==> config.mk <==
export PLATFORM = sky130hd
export DESIGN_NAME = ram_arbiter
export DESIGN_NICKNAME = d
export VERILOG_FILES = /design/src/rtl/ram_arb_pkg.sv /design/src/rtl/ram_ack_sync.sv /design/src/rtl/ram_arbiter.sv
export SDC_FILE = /design/constraint.sdc
export NUM_CORES = 1
export LEC_CHECK = 0
export CAP_MARGIN = 25
export CORE_MARGIN = 3
export CORE_UTILIZATION = 40
export DETAILED_ROUTE_END_ITERATION = 8
export MAX_ROUTING_LAYER = met4
export PLACE_DENSITY = 0.69
export SKIP_LAST_GASP = 1
export SYNTH_ARGS = -nofsm -noshare
export SYNTH_HDL_FRONTEND = slang
export SYNTH_SLANG_ARGS = --single-unit
==> constraint.sdc <==
create_clock -name clock -period 4.48 [get_ports clock]
set_input_delay 0.896 -clock clock [delete_from_list [all_inputs] [get_ports clock]]
set_output_delay 0.896 -clock clock [all_outputs]
set_load 0.01 [all_outputs]
==> src/rtl/ram_arb_pkg.sv <==
// Shared types and constants for the two-port RAM arbiter.
package ram_arb_pkg;

  localparam int NUM_PORTS = 2;

  localparam logic PORT_CPU    = 1'b0;
  localparam logic PORT_LOADER = 1'b1;

  typedef enum logic [2:0] {
    ST_IDLE,
    ST_GRANT,
    ST_SETUP,
    ST_READ_REQ,
    ST_READ_REL,
    ST_WR_PULSE,
    ST_WR_HOLD,
    ST_RESP
  } state_t;

endpackage

==> src/rtl/ram_ack_sync.sv <==
// Multi-flop synchroniser bringing the RAM's asynchronous ack into the clock domain.
module ram_ack_sync #(
  parameter int SYNC_STAGES = 2
) (
  input  logic clock,
  input  logic reset_n,
  input  logic async_in,
  output logic sync_out
);

  logic [SYNC_STAGES-1:0] sync_q;
  logic [SYNC_STAGES-1:0] sync_d;

  assign sync_d[0] = async_in;

  genvar gi;
  generate
    for (gi = 1; gi < SYNC_STAGES; gi++) begin : g_chain
      assign sync_d[gi] = sync_q[gi-1];
    end
  endgenerate

  always_ff @(posedge clock or negedge reset_n) begin
    if (!reset_n) begin
      sync_q <= '0;
    end else begin
      sync_q <= sync_d;
    end
  end

  assign sync_out = sync_q[SYNC_STAGES-1];

endmodule

==> src/rtl/ram_arbiter.sv <==
// Two-port arbiter/sequencer for a req/ack handshake RAM (port 0 CPU, port 1 loader).
// Define RAM_ARB_FIXED_PRIORITY_EN to make port 0 always win contention instead of round robin.
module ram_arbiter
  import ram_arb_pkg::*;
#(
  parameter int DATA_WIDTH         = 8,
  parameter int ADDR_WIDTH         = 8,
  parameter int WRITE_PULSE_CYCLES = 1,
  parameter int SYNC_STAGES        = 2
) (
  input  logic                  clock,
  input  logic                  reset_n,
  input  logic [NUM_PORTS-1:0]  req,
  input  logic [NUM_PORTS-1:0]  we,
  input  logic [ADDR_WIDTH-1:0] address [NUM_PORTS],
  input  logic [DATA_WIDTH-1:0] wdata   [NUM_PORTS],
  output logic [NUM_PORTS-1:0]  ack,
  output logic [DATA_WIDTH-1:0] rdata,
  output logic                  ram_write,
  output logic [ADDR_WIDTH-1:0] ram_write_address,
  output logic [ADDR_WIDTH-1:0] ram_read_address,
  output logic [DATA_WIDTH-1:0] ram_data_in,
  input  logic [DATA_WIDTH-1:0] ram_data_out,
  output logic                  ram_req,
  input  logic                  ram_ack
);

  localparam int CNT_W = $clog2(WRITE_PULSE_CYCLES + 1);

  state_t                state_q, state_d;
  logic                  port_q, port_d;
  logic                  we_q, we_d;
  logic [ADDR_WIDTH-1:0] addr_q, addr_d;
  logic [DATA_WIDTH-1:0] wdata_q, wdata_d;
  logic                  last_grant_q, last_grant_d;
  logic [CNT_W-1:0]      cnt_q, cnt_d;
  logic [NUM_PORTS-1:0]  ack_q, ack_d;
  logic [DATA_WIDTH-1:0] rdata_q, rdata_d;
  logic                  ram_write_q, ram_write_d;
  logic                  ram_req_q, ram_req_d;
  logic [ADDR_WIDTH-1:0] wr_addr_q, wr_addr_d;
  logic [ADDR_WIDTH-1:0] rd_addr_q, rd_addr_d;
  logic [DATA_WIDTH-1:0] data_in_q, data_in_d;
  logic                  ram_ack_s;
  logic                  sel;

  ram_ack_sync #(
    .SYNC_STAGES(SYNC_STAGES)
  ) u_ack_sync (
    .clock   (clock),
    .reset_n (reset_n),
    .async_in(ram_ack),
    .sync_out(ram_ack_s)
  );

  // Port choice made in IDLE; only meaningful when some req is high.
  always_comb begin
    sel = PORT_CPU;
`ifdef RAM_ARB_FIXED_PRIORITY_EN
    sel = req[PORT_CPU] ? PORT_CPU : PORT_LOADER;
`else
    if (req[PORT_CPU] && req[PORT_LOADER]) begin
      sel = ~last_grant_q;
    end else begin
      sel = req[PORT_CPU] ? PORT_CPU : PORT_LOADER;
    end
`endif
  end

  always_comb begin
    state_d      = state_q;
    port_d       = port_q;
    we_d         = we_q;
    addr_d       = addr_q;
    wdata_d      = wdata_q;
    last_grant_d = last_grant_q;
    cnt_d        = cnt_q;
    ack_d        = ack_q;
    rdata_d      = rdata_q;
    ram_write_d  = ram_write_q;
    ram_req_d    = ram_req_q;
    wr_addr_d    = wr_addr_q;
    rd_addr_d    = rd_addr_q;
    data_in_d    = data_in_q;

    case (state_q)
      ST_IDLE: begin
        if (|req) begin
          port_d       = sel;
          we_d         = we[sel];
          addr_d       = address[sel];
          wdata_d      = wdata[sel];
          last_grant_d = sel;
          state_d      = ST_GRANT;
        end
      end
      ST_GRANT: begin
        if (we_q) begin
          wr_addr_d = addr_q;
          data_in_d = wdata_q;
        end else begin
          rd_addr_d = addr_q;
        end
        state_d = ST_SETUP;
      end
      ST_SETUP: begin
        if (we_q) begin
          ram_write_d = 1'b1;
          cnt_d       = CNT_W'(WRITE_PULSE_CYCLES - 1);
          state_d     = ST_WR_PULSE;
        end else begin
          ram_req_d = 1'b1;
          state_d   = ST_READ_REQ;
        end
      end
      ST_READ_REQ: begin
        if (ram_ack_s) begin
          rdata_d   = ram_data_out;
          ram_req_d = 1'b0;
          state_d   = ST_READ_REL;
        end
      end
      ST_READ_REL: begin
        if (!ram_ack_s) begin
          ack_d[port_q] = 1'b1;
          state_d       = ST_RESP;
        end
      end
      ST_WR_PULSE: begin
        if (cnt_q == '0) begin
          ram_write_d = 1'b0;
          state_d     = ST_WR_HOLD;
        end else begin
          cnt_d = cnt_q - CNT_W'(1);
        end
      end
      ST_WR_HOLD: begin
        ack_d[port_q] = 1'b1;
        state_d       = ST_RESP;
      end
      ST_RESP: begin
        // A requester holding req keeps this transaction open; no re-issue.
        if (!req[port_q]) begin
          ack_d   = '0;
          state_d = ST_IDLE;
        end
      end
      default: begin
        state_d = ST_IDLE;
      end
    endcase
  end

  always_ff @(posedge clock or negedge reset_n) begin
    if (!reset_n) begin
      state_q      <= ST_IDLE;
      port_q       <= PORT_CPU;
      we_q         <= 1'b0;
      addr_q       <= '0;
      wdata_q      <= '0;
      last_grant_q <= PORT_LOADER;
      cnt_q        <= '0;
      ack_q        <= '0;
      rdata_q      <= '0;
      ram_write_q  <= 1'b0;
      ram_req_q    <= 1'b0;
      wr_addr_q    <= '0;
      rd_addr_q    <= '0;
      data_in_q    <= '0;
    end else begin
      state_q      <= state_d;
      port_q       <= port_d;
      we_q         <= we_d;
      addr_q       <= addr_d;
      wdata_q      <= wdata_d;
      last_grant_q <= last_grant_d;
      cnt_q        <= cnt_d;
      ack_q        <= ack_d;
      rdata_q      <= rdata_d;
      ram_write_q  <= ram_write_d;
      ram_req_q    <= ram_req_d;
      wr_addr_q    <= wr_addr_d;
      rd_addr_q    <= rd_addr_d;
      data_in_q    <= data_in_d;
    end
  end

  assign ack               = ack_q;
  assign rdata             = rdata_q;
  assign ram_write         = ram_write_q;
  assign ram_req           = ram_req_q;
  assign ram_write_address = wr_addr_q;
  assign ram_read_address  = rd_addr_q;
  assign ram_data_in       = data_in_q;

endmodule

==> impl_results.md, run 1 <==
* Synth area leaders: dfrtp_1 (54%), mux2_2 (9.5%), mux2_4 (5.5%)
* EDFF count, synth at 0
* CTS tree: yes
* # hold bufs at CTS at 0
* Seq pwr share at 40.4%
* Sequential share of the synthesized area at 54.9%
* Final WL at 6590 um
* Via count at 2025
* Status: completed
* Worst EP required at 4730 ps
* Max Slew Vio Count at 0
* Initial Utilization at 42.1%
* Cell taking the most area after synthesis: dfrtp_1
* Drt initial violations at 92
* Root Buffer: clkbuf_8
* Die ar. at 0.00787 mm2
* N_diodes at 0
* First-pass GRT wire length at 10400 um
* Worst-margin pin slew at 846 ps
* Ratio of cells with drive above 1 in the final layout at 19.3%
* Asr flop ratio synth at 100%
* DRC viols at 0
* Row count at 29
* Sw Share at 30.6%
* Setup WS post-layout at 1800 ps
* Hold EP: u_ack_sync.sync_q[1]
* Routability cong. at 0.795
* Crit path from: req[0]
* Internal Power at 1.74 mW
* Share of Yosys cell area claimed by the top area cell type at 54.0%
* Hold WC Path Type: reg -> reg
* Post-route clock period utilization at 59.8%
* Post-Syn Nets at 257
* Max Cap Violations at 0
* Power per cell area at 662 mW/mm2
* Post_cts resized at 0
* Logic pwr share at 38.4%
* Clock power frac at 21.2%
* Vias per inst at 5.44
* Core Box Area at 0.00649 mm2
* Clock Latency Late Sink at 330 ps
* Clock sinks at 60
* # IOs at 83
* Unrepaired setup endpoints after global routing: no
* Worst Path Class, Setup: in -> reg
* VDD IR max at 239 uV
* Busiest layer in global routing: met2
* Fin nets at 337
* # setup viols final at 0
* WL/cell at 17.7 um
* Clock Skews at 4.54 ps
* Area growth syn-to-layout at 38.9%
* Detail Route Antenna Nets at 0
* Synth Instances at 210
* Reg2reg path depth at 3
* Yosys reg bits at 60
* Leak at 1.57 nW
* FILL cells at 521
* Dpl ws at 1480 ps
* Vias in the first global route at 2028
* H-tree levels at 3
* Synth warn at 0
* Initial antenna violation count at 0
* # port buffers at 82
* Grt total ovfl at 0
* Syn avg cell area at 13.0 um2
* Critical Path AT at 2930 ps
* Post-synth top flop: dfrtp_1
* Crit path launch type: input pin
* Crit. End Element: flop
* Post-layout min period at 2680 ps
* Psw at 771 uW
* Finished Layout Cells at 372
* R2R Setup Slk at 2150 ps
* Worst Hold Slack at 349 ps
* Worst R2R Start: state_q[1]
* Final Hold Vio Count at 0
* CP Max Fanout at 23
* Largest net degree at the start of global routing at 39
* Die Ht at 88.7 um
* Crit Reg-Reg Endpoint: addr_q[5]
* Mapped Area at 0.00274 mm2
* Reg clk slew, reported paths at 70 ps
* Post-CTS Setup Inserts at 0
* Dpl hpwl at 4600 um
* Met2 GRT Util at 27.9%
* Setup TNS at 0 ps
* Post-synthesis cell type count at 35
* Clock Path Buffers at 2
* Total CTS buffers at 9
* Met3 Resource Use GR at 4.19%
* First-pass detailed-route iteration total at 4
* Placed insts at 355
* Worst hold start: u_ack_sync.sync_q[0]
* Met1 Resource Use GR at 24.2%
* Fmax at 373 MHz
* Die width at 88.7 um
* Slew headroom at 43.4%
* Hold depth at 0
* Overall routing resource usage at 18.3%
==> kinds of logic after synthesis <==
logic type | synth area share [%]
mux | 15.3
simple gates | 10.8
compound gates | 14.7
flops | 54.9
buf+inv | 4.30
==> cell usage after synthesis (all sizes together), types with 4 or more instances <==
cell and instances:
dfrtp 59, mux2 33, nand2b 20, a2bb2oi 17, o32ai 17, buf 9, clkbuf 7, a21oi 5
nor2b 5, inv 4, o21ai 4
==> critical path, stage by stage <==
cell	delay, ps
clkdlybuf4s50_1	1020
and2_1	650
o32ai_1	170
a2bb2oi_1	180
==> worst max path at each step <==
stage | end | slack, ps | cells after the start
floorplan | addr_q[0] | 2700 | 5
global placement | wdata_q[1] | 1520 | 4
detailed placement | wdata_q[6] | 1480 | 4
CTS | wdata_q[1] | 1800 | 4
global route | wdata_q[1] | 1620 | 4
finish | wdata_q[1] | 1800 | 4
==> cell usage in the layout (no fill, tap or decap), drive strengths merged, types with 2 or more instances in the layout <==
cell type,count
o21ai,4
and3,2
nor3,3
nand3,2
a31oi,2
dfrtp,59
a2bb2oi,17
mux2,33
nor2,3
nand3b,2
clkbuf,11
bufinv,2
clkdlybuf4s50,81
clkinv,4
nand2b,20
o32ai,17
o21a,3
a21oi,5
nand2,2
inv,4
nor2b,5
buf,4
==> sequential cells by signal, indices dropped and copies added (netlist names), 2 cells and up <==
signal             count
addr_q                 8
ram_data_in            8
ram_read_address       8
ram_write_address      8
rdata                  8
wdata_q                8
state_q                3
ack                    2
u_ack_sync.sync_q      2
==> cell type report <==
cell class                      instances  area, um2  area share (%)
Clock buffer                           11        141            3.72
Inverter                                5       18.8           0.494
Tap cell                               77       96.3            2.54
Sequential cell                        60       1500            39.6
Clock inverter                          5       75.1            1.98
Timing Repair Buffer                   85        850            22.4
Multi-Input combinational cell        129       1110            29.3
==> per-stage QoR <==
stage	util, %	total power, mW	cell area, um2
after global routing	58.5	2.67	3800
after detailed placement	54.9	1.99	3570
after floorplan	-	1.54	2740
after CTS	58.3	2.54	3780
final	58.5	2.52	3800
after global placement	54.7	1.96	3560
==> power by group through the flow <==
stage | clock (mW) | sequential, mW | combinational, mW
2_1_floorplan | 0 | 1.02 | 0.510
3_3_place_gp | 0 | 1.02 | 0.944
3_5_place_dp | 0 | 1.02 | 0.969
4_1_cts | 0.546 | 1.02 | 0.972
5_1_grt | 0.571 | 1.05 | 1.04
6_report | 0.532 | 1.02 | 0.966
==> metal layers <==
metal,vias to the layer above,share of wire [%]
met3,8,3.9
met4,0,1.2
met1,1013,44
li1,938,-
met2,66,51
met5,-,0
Note: power is estimated with default switching activity, not from simulation.
==> inputs of run 2 (changes only) <==
clock period = 2.5 ns   (was 4.48 ns; I/O delays follow)
==> run 2 against run 1 <==
Net effect: clock-buffer cell count up 1; non-clock buffer count is 4 higher; highest routed layer unchanged; largest power group unchanged; clock skew about the same.
==> impl_results.md, run 2 (synthesis results as in run 1) <==
* Routability cong. at 0.808
* Most frequent cells in the layout: clkdlybuf4s50_1 (81), dfrtp_1 (59), mux2_2 (23), nand2b_1 (20)
* Fin nets at 341
* VDD IR max at 452 uV
* Worst path buffer plus inverter count at 2
* Stages on worst setup path at 4
* Row count at 29
* # hold bufs at CTS at 0
* Clock sinks at 60
* Reg clk slew, reported paths at 70 ps
* CP Cell Sequence: clkdlybuf4s50_1 > clkinv_1 > o32ai_1 > a2bb2oi_1
* Setup TNS at 0 ps
* Largest net degree at the start of global routing at 39
* Slew headroom at 53.4%
* Critical Path AT at 2100 ps
* Unrepaired setup endpoints after global routing: no
* Hold WC Path Type: in -> async
* Post_cts resized at 0
* Clock Latency Late Sink at 330 ps
* Grt total ovfl at 0
* First-pass GRT wire length at 10500 um
* Vias in the first global route at 2080
* Via count at 2042
* Initial antenna violation count at 0
* Final Hold Vio Count at 0
* Commonest non-fill, non-tap cell in the layout: clkdlybuf4s50_1
* Crit path launch type: input pin
* Fmax at 528 MHz
* Post-route clock period utilization at 75.8%
* Worst path top cell family by delay: buffers and inverters
* H-tree levels at 3
* Clock Skews at 4.91 ps
* Max Slew Vio Count at 0
* Core Box Area at 0.00649 mm2
* Leak at 1.57 nW
* CP max stage delay at 560 ps
* Total CTS buffers at 9
* Max Cap Violations at 0
* Die ar. at 0.00787 mm2
* Drt initial violations at 88
* Status: completed
* Dpl hpwl at 4460 um
* WL/cell at 17.1 um
* Worst EP required at 2700 ps
* Final WL at 6450 um
* Die width at 88.7 um
* CTS tree: yes
* CP Max Fanout at 17
* Ratio of cells with drive above 1 in the final layout at 20.4%
* Clock Path Buffers at 2
* Area growth syn-to-layout at 38.7%
* Post-layout min period at 1890 ps
* Post-CTS Setup Inserts at 0
* Die Ht at 88.7 um
* Detail Route Antenna Nets at 0
* # setup viols final at 0
* # port buffers at 82
* # IOs at 83
* Crit. End Element: flop
* Reg2reg path depth at 2
* Power per cell area at 1140 mW/mm2
* Overall routing resource usage at 18.0%
* N_diodes at 0
* DRC viols at 0
* FILL cells at 544
* First-pass detailed-route iteration total at 5
* Initial Utilization at 42.1%
* Root Buffer: clkbuf_8
* Vias per inst at 5.43
* Worst-margin pin slew at 695 ps
* Overall Power at 4.34 mW
* Worst Path Class, Setup: in -> reg
* CP max-delay cell: clkdlybuf4s50_1
-- run 2: cell types whose count changed in the layout (fill, tap and decap cells not counted) --
cell	previous run	this run
buf_4	1	6
bufinv_16	2	0
buf_12	0	1
buf_6	1	0
buf_8	1	0
clkbuf_8	10	11
clkinv_4	0	1
-- run 2: report_power, final --
part | switching, mW | total (mW) | leakage (nW) | internal (mW)
sequential | 0.388 | 1.83 | 0.707 | 1.44
clock | 0.371 | 0.782 | 0.0961 | 0.411
combinational | 0.620 | 1.73 | 0.769 | 1.11
total | 1.38 | 4.34 | 1.57 | 2.96
-- run 2: final timing paths --
kind	start	end	slack, ps
min in group clock	u_ack_sync.sync_q[0]	u_ack_sync.sync_q[1]	350
max in group asynchronous	reset_n	last_grant_q	1710
worst max-delay path	req[1]	addr_q[3]	610
worst min register to register	u_ack_sync.sync_q[0]	u_ack_sync.sync_q[1]	350
worst max register to register	state_q[1]	ram_read_address[4]	650
worst min-delay path	reset_n	wdata_q[0]	150
-- run 2: worst register-to-register path, cell delays in order (launching register included) --
cell     delay, ps
dfrtp_1        580
nor4b_4        750
mux2_2         410
-- run 2: final cells by class --
cell class	instances	area, um2	share of cell area, %
clock buffer	12	155	4.09
clock inverter	4	23.8	0.627
inverter	5	18.8	0.495
multi-input combinational	129	1110	29.4
sequential	60	1500	39.6
tap	77	96.3	2.54
timing repair buffer	89	881	23.2
-- run 2: stage by stage --
step | instances | instance area [um2] | hold slack (ps) | setup WS (ps) | utilization [%]
CTS | 376 | 3790 | 159 | 641 | 58.4
finish | 376 | 3790 | 152 | 605 | 58.4
floorplan | 210 | 2740 | 204 | 1030 | -
global placement | 360 | 3610 | 332 | 343 | 55.6
detailed placement | 360 | 3610 | 337 | 265 | 55.6
global route | 376 | 3790 | 184 | 448 | 58.4
-- run 2: routing by layer --
layer,global-route usage (%),wire (um),up-vias
li1,-,-,944
met1,23.7,2920,1028
met2,27.7,3220,59
met3,3.82,213,11
met4,6.04,90,0
met5,-,0,-
==> inputs of run 3 (changes only) <==
clock period = 1.9 ns   (was 2.5 ns; I/O delays follow)
==> run 3 against run 2 <==
Net effect: the flow now finishes with violations (hold timing); combinational power increased by 36%; clock-buffer cell count unchanged; clock skew up 5.0 ps; first-iteration DRC count fell by 9.1%; setup slack worse by 470 ps; cell count is 1.1% higher; die area is the same; register-to-register slack lost 510 ps; clock power is 32% higher; highest routed layer unchanged.
==> impl_results.md, run 3 (synthesis results as in run 1) <==
* Fin nets at 347
* Ratio of cells with drive above 1 in the final layout at 22.1%
* Post-CTS Setup Inserts at 0
* Clock Latency Late Sink at 340 ps
* Vias per inst at 5.30
* Core Box Area at 0.00649 mm2
* Clock sinks at 60
* Most frequent cells in the layout: clkdlybuf4s50_1 (81), dfrtp_1 (59), mux2_2 (23), nand2b_1 (20)
* Worst Path Class, Setup: reg -> reg
* Clock Skews at 9.89 ps
* CP Cell Sequence: nor2b_2 > and3_1 > buf_4 > mux2_2
* Fmax at 568 MHz
* Area growth syn-to-layout at 40.7%
* Finished Layout Cells at 380
* WL/cell at 16.9 um
* CP max stage delay at 580 ps
* Die width at 88.7 um
* CTS tree: yes
* R2R Setup Slk at 140 ps
* Crit Reg-Reg Endpoint: ram_data_in[0]
* Overall Power at 5.75 mW
* VDD IR max at 602 uV
* Commonest non-fill, non-tap cell in the layout: clkdlybuf4s50_1
* Largest net degree at the start of global routing at 23
* Worst path buffer plus inverter count at 1
* Worst R2R Start: state_q[2]
* Total CTS buffers at 9
* Die ar. at 0.00787 mm2
* Post-layout min period at 1760 ps
* Reg2reg path depth at 4
* DRC viols at 0
* Max Cap Violations at 0
* CP max-delay cell: dfrtp_1
* Dpl hpwl at 4590 um
* Status: finished, violations left
* Die Ht at 88.7 um
* Worst Hold Slack at -3.48 ps
* Via count at 2013
* H-tree levels at 3
* Critical Path AT at 1980 ps
* First-pass GRT wire length at 10300 um
* Detail Route Antenna Nets at 0
* # setup viols final at 0
* Final Hold Vio Count at 8
* First-pass detailed-route iteration total at 4
* Initial Utilization at 42.1%
* Unrepaired setup endpoints after global routing: no
* CP Max Fanout at 15
* Placed insts at 366
* Reg clk slew, reported paths at 70 ps
* Crit. End Element: flop
* # port buffers at 82
* Leak at 1.60 nW
* Slew headroom at 56.7%
* Power per cell area at 1500 mW/mm2
* Hold WC Path Type: in -> async
* Worst EP required at 2120 ps
* Worst path top cell family by delay: flip-flops
* Overall routing resource usage at 18.1%
* Routability cong. at 0.795
* Grt total ovfl at 0
* Max Slew Vio Count at 0
* N_diodes at 0
* Worst-margin pin slew at 650 ps
* Crit path launch type: flop
* Initial antenna violation count at 0
* Row count at 29
* Final WL at 6400 um
* Drt initial violations at 80
* # IOs at 83
* Post-route clock period utilization at 92.6%
* Root Buffer: clkbuf_8
* Violated checks: hold timing
* Vias in the first global route at 2002
* Clock Path Buffers at 2
-- run 3: power breakdown --
| group | leakage, nW | internal [mW] | switching (mW) |
|---|---|---|---|
| logic | 0.803 | 1.49 | 0.859 |
| registers | 0.707 | 1.89 | 0.474 |
| clock network | 0.0941 | 0.561 | 0.473 |
-- run 3: final cells by class --
cell class | instances | area (um2)
fill | 551 | 2650
sequential | 60 | 1500
multi-input combinational | 129 | 1120
timing repair buffer | 95 | 938
clock buffer | 12 | 165
tap | 77 | 96.3
inverter | 5 | 18.8
clock inverter | 2 | 10.0
-- run 3: how the worst max path moves through the flow --
stage / from / to / slack (ps) / cells past startpoint
after floorplan: state_q[2] / ram_data_in[6] / 430 / 5
after global placement: req[1] / we_q / 70 / 3
after detailed placement: req[1] / wdata_q[5] / -10 / 3
after CTS: state_q[0] / wdata_q[6] / 140 / 3
after global routing: state_q[2] / ram_data_in[0] / 30 / 4
final: state_q[2] / ram_data_in[0] / 140 / 4
-- run 3: worst register-to-register path, delay by kind of cell (launching register included) --
kind	cells	cell delay, ps
flip-flops	1	580
AND/OR/NAND/NOR	2	530
buffers and inverters	1	200
multiplexers	1	340
-- run 3: what timing repair did --
item,in CTS,in global routing
endpoints found under the setup margin,0,3
resized for setup,0,1
hold buffers,0,0
-- run 3: stage by stage --
step	worst slack [ps]	utilization, %	TNS (ps)	cell area (um2)
final	140	59.2	0	3850
after global routing	32.2	59.2	0	3850
after CTS	141	59.2	0	3850
after detailed placement	-10.1	56.5	-14.3	3670
after global placement	70.8	56.5	0	3670
after floorplan	426	-	0	2740
-- run 3: routing by layer --
metal  routed length [um]  GRT usage, %  vias up  share of wire, %
met5                    0             -        -                 0
met4                  129          7.83        0               2.0
met3                  231          4.00       13               3.6
met2                 3110          25.6       48                49
met1                 2930          24.9      993                46
li1                     -             -      959                 -
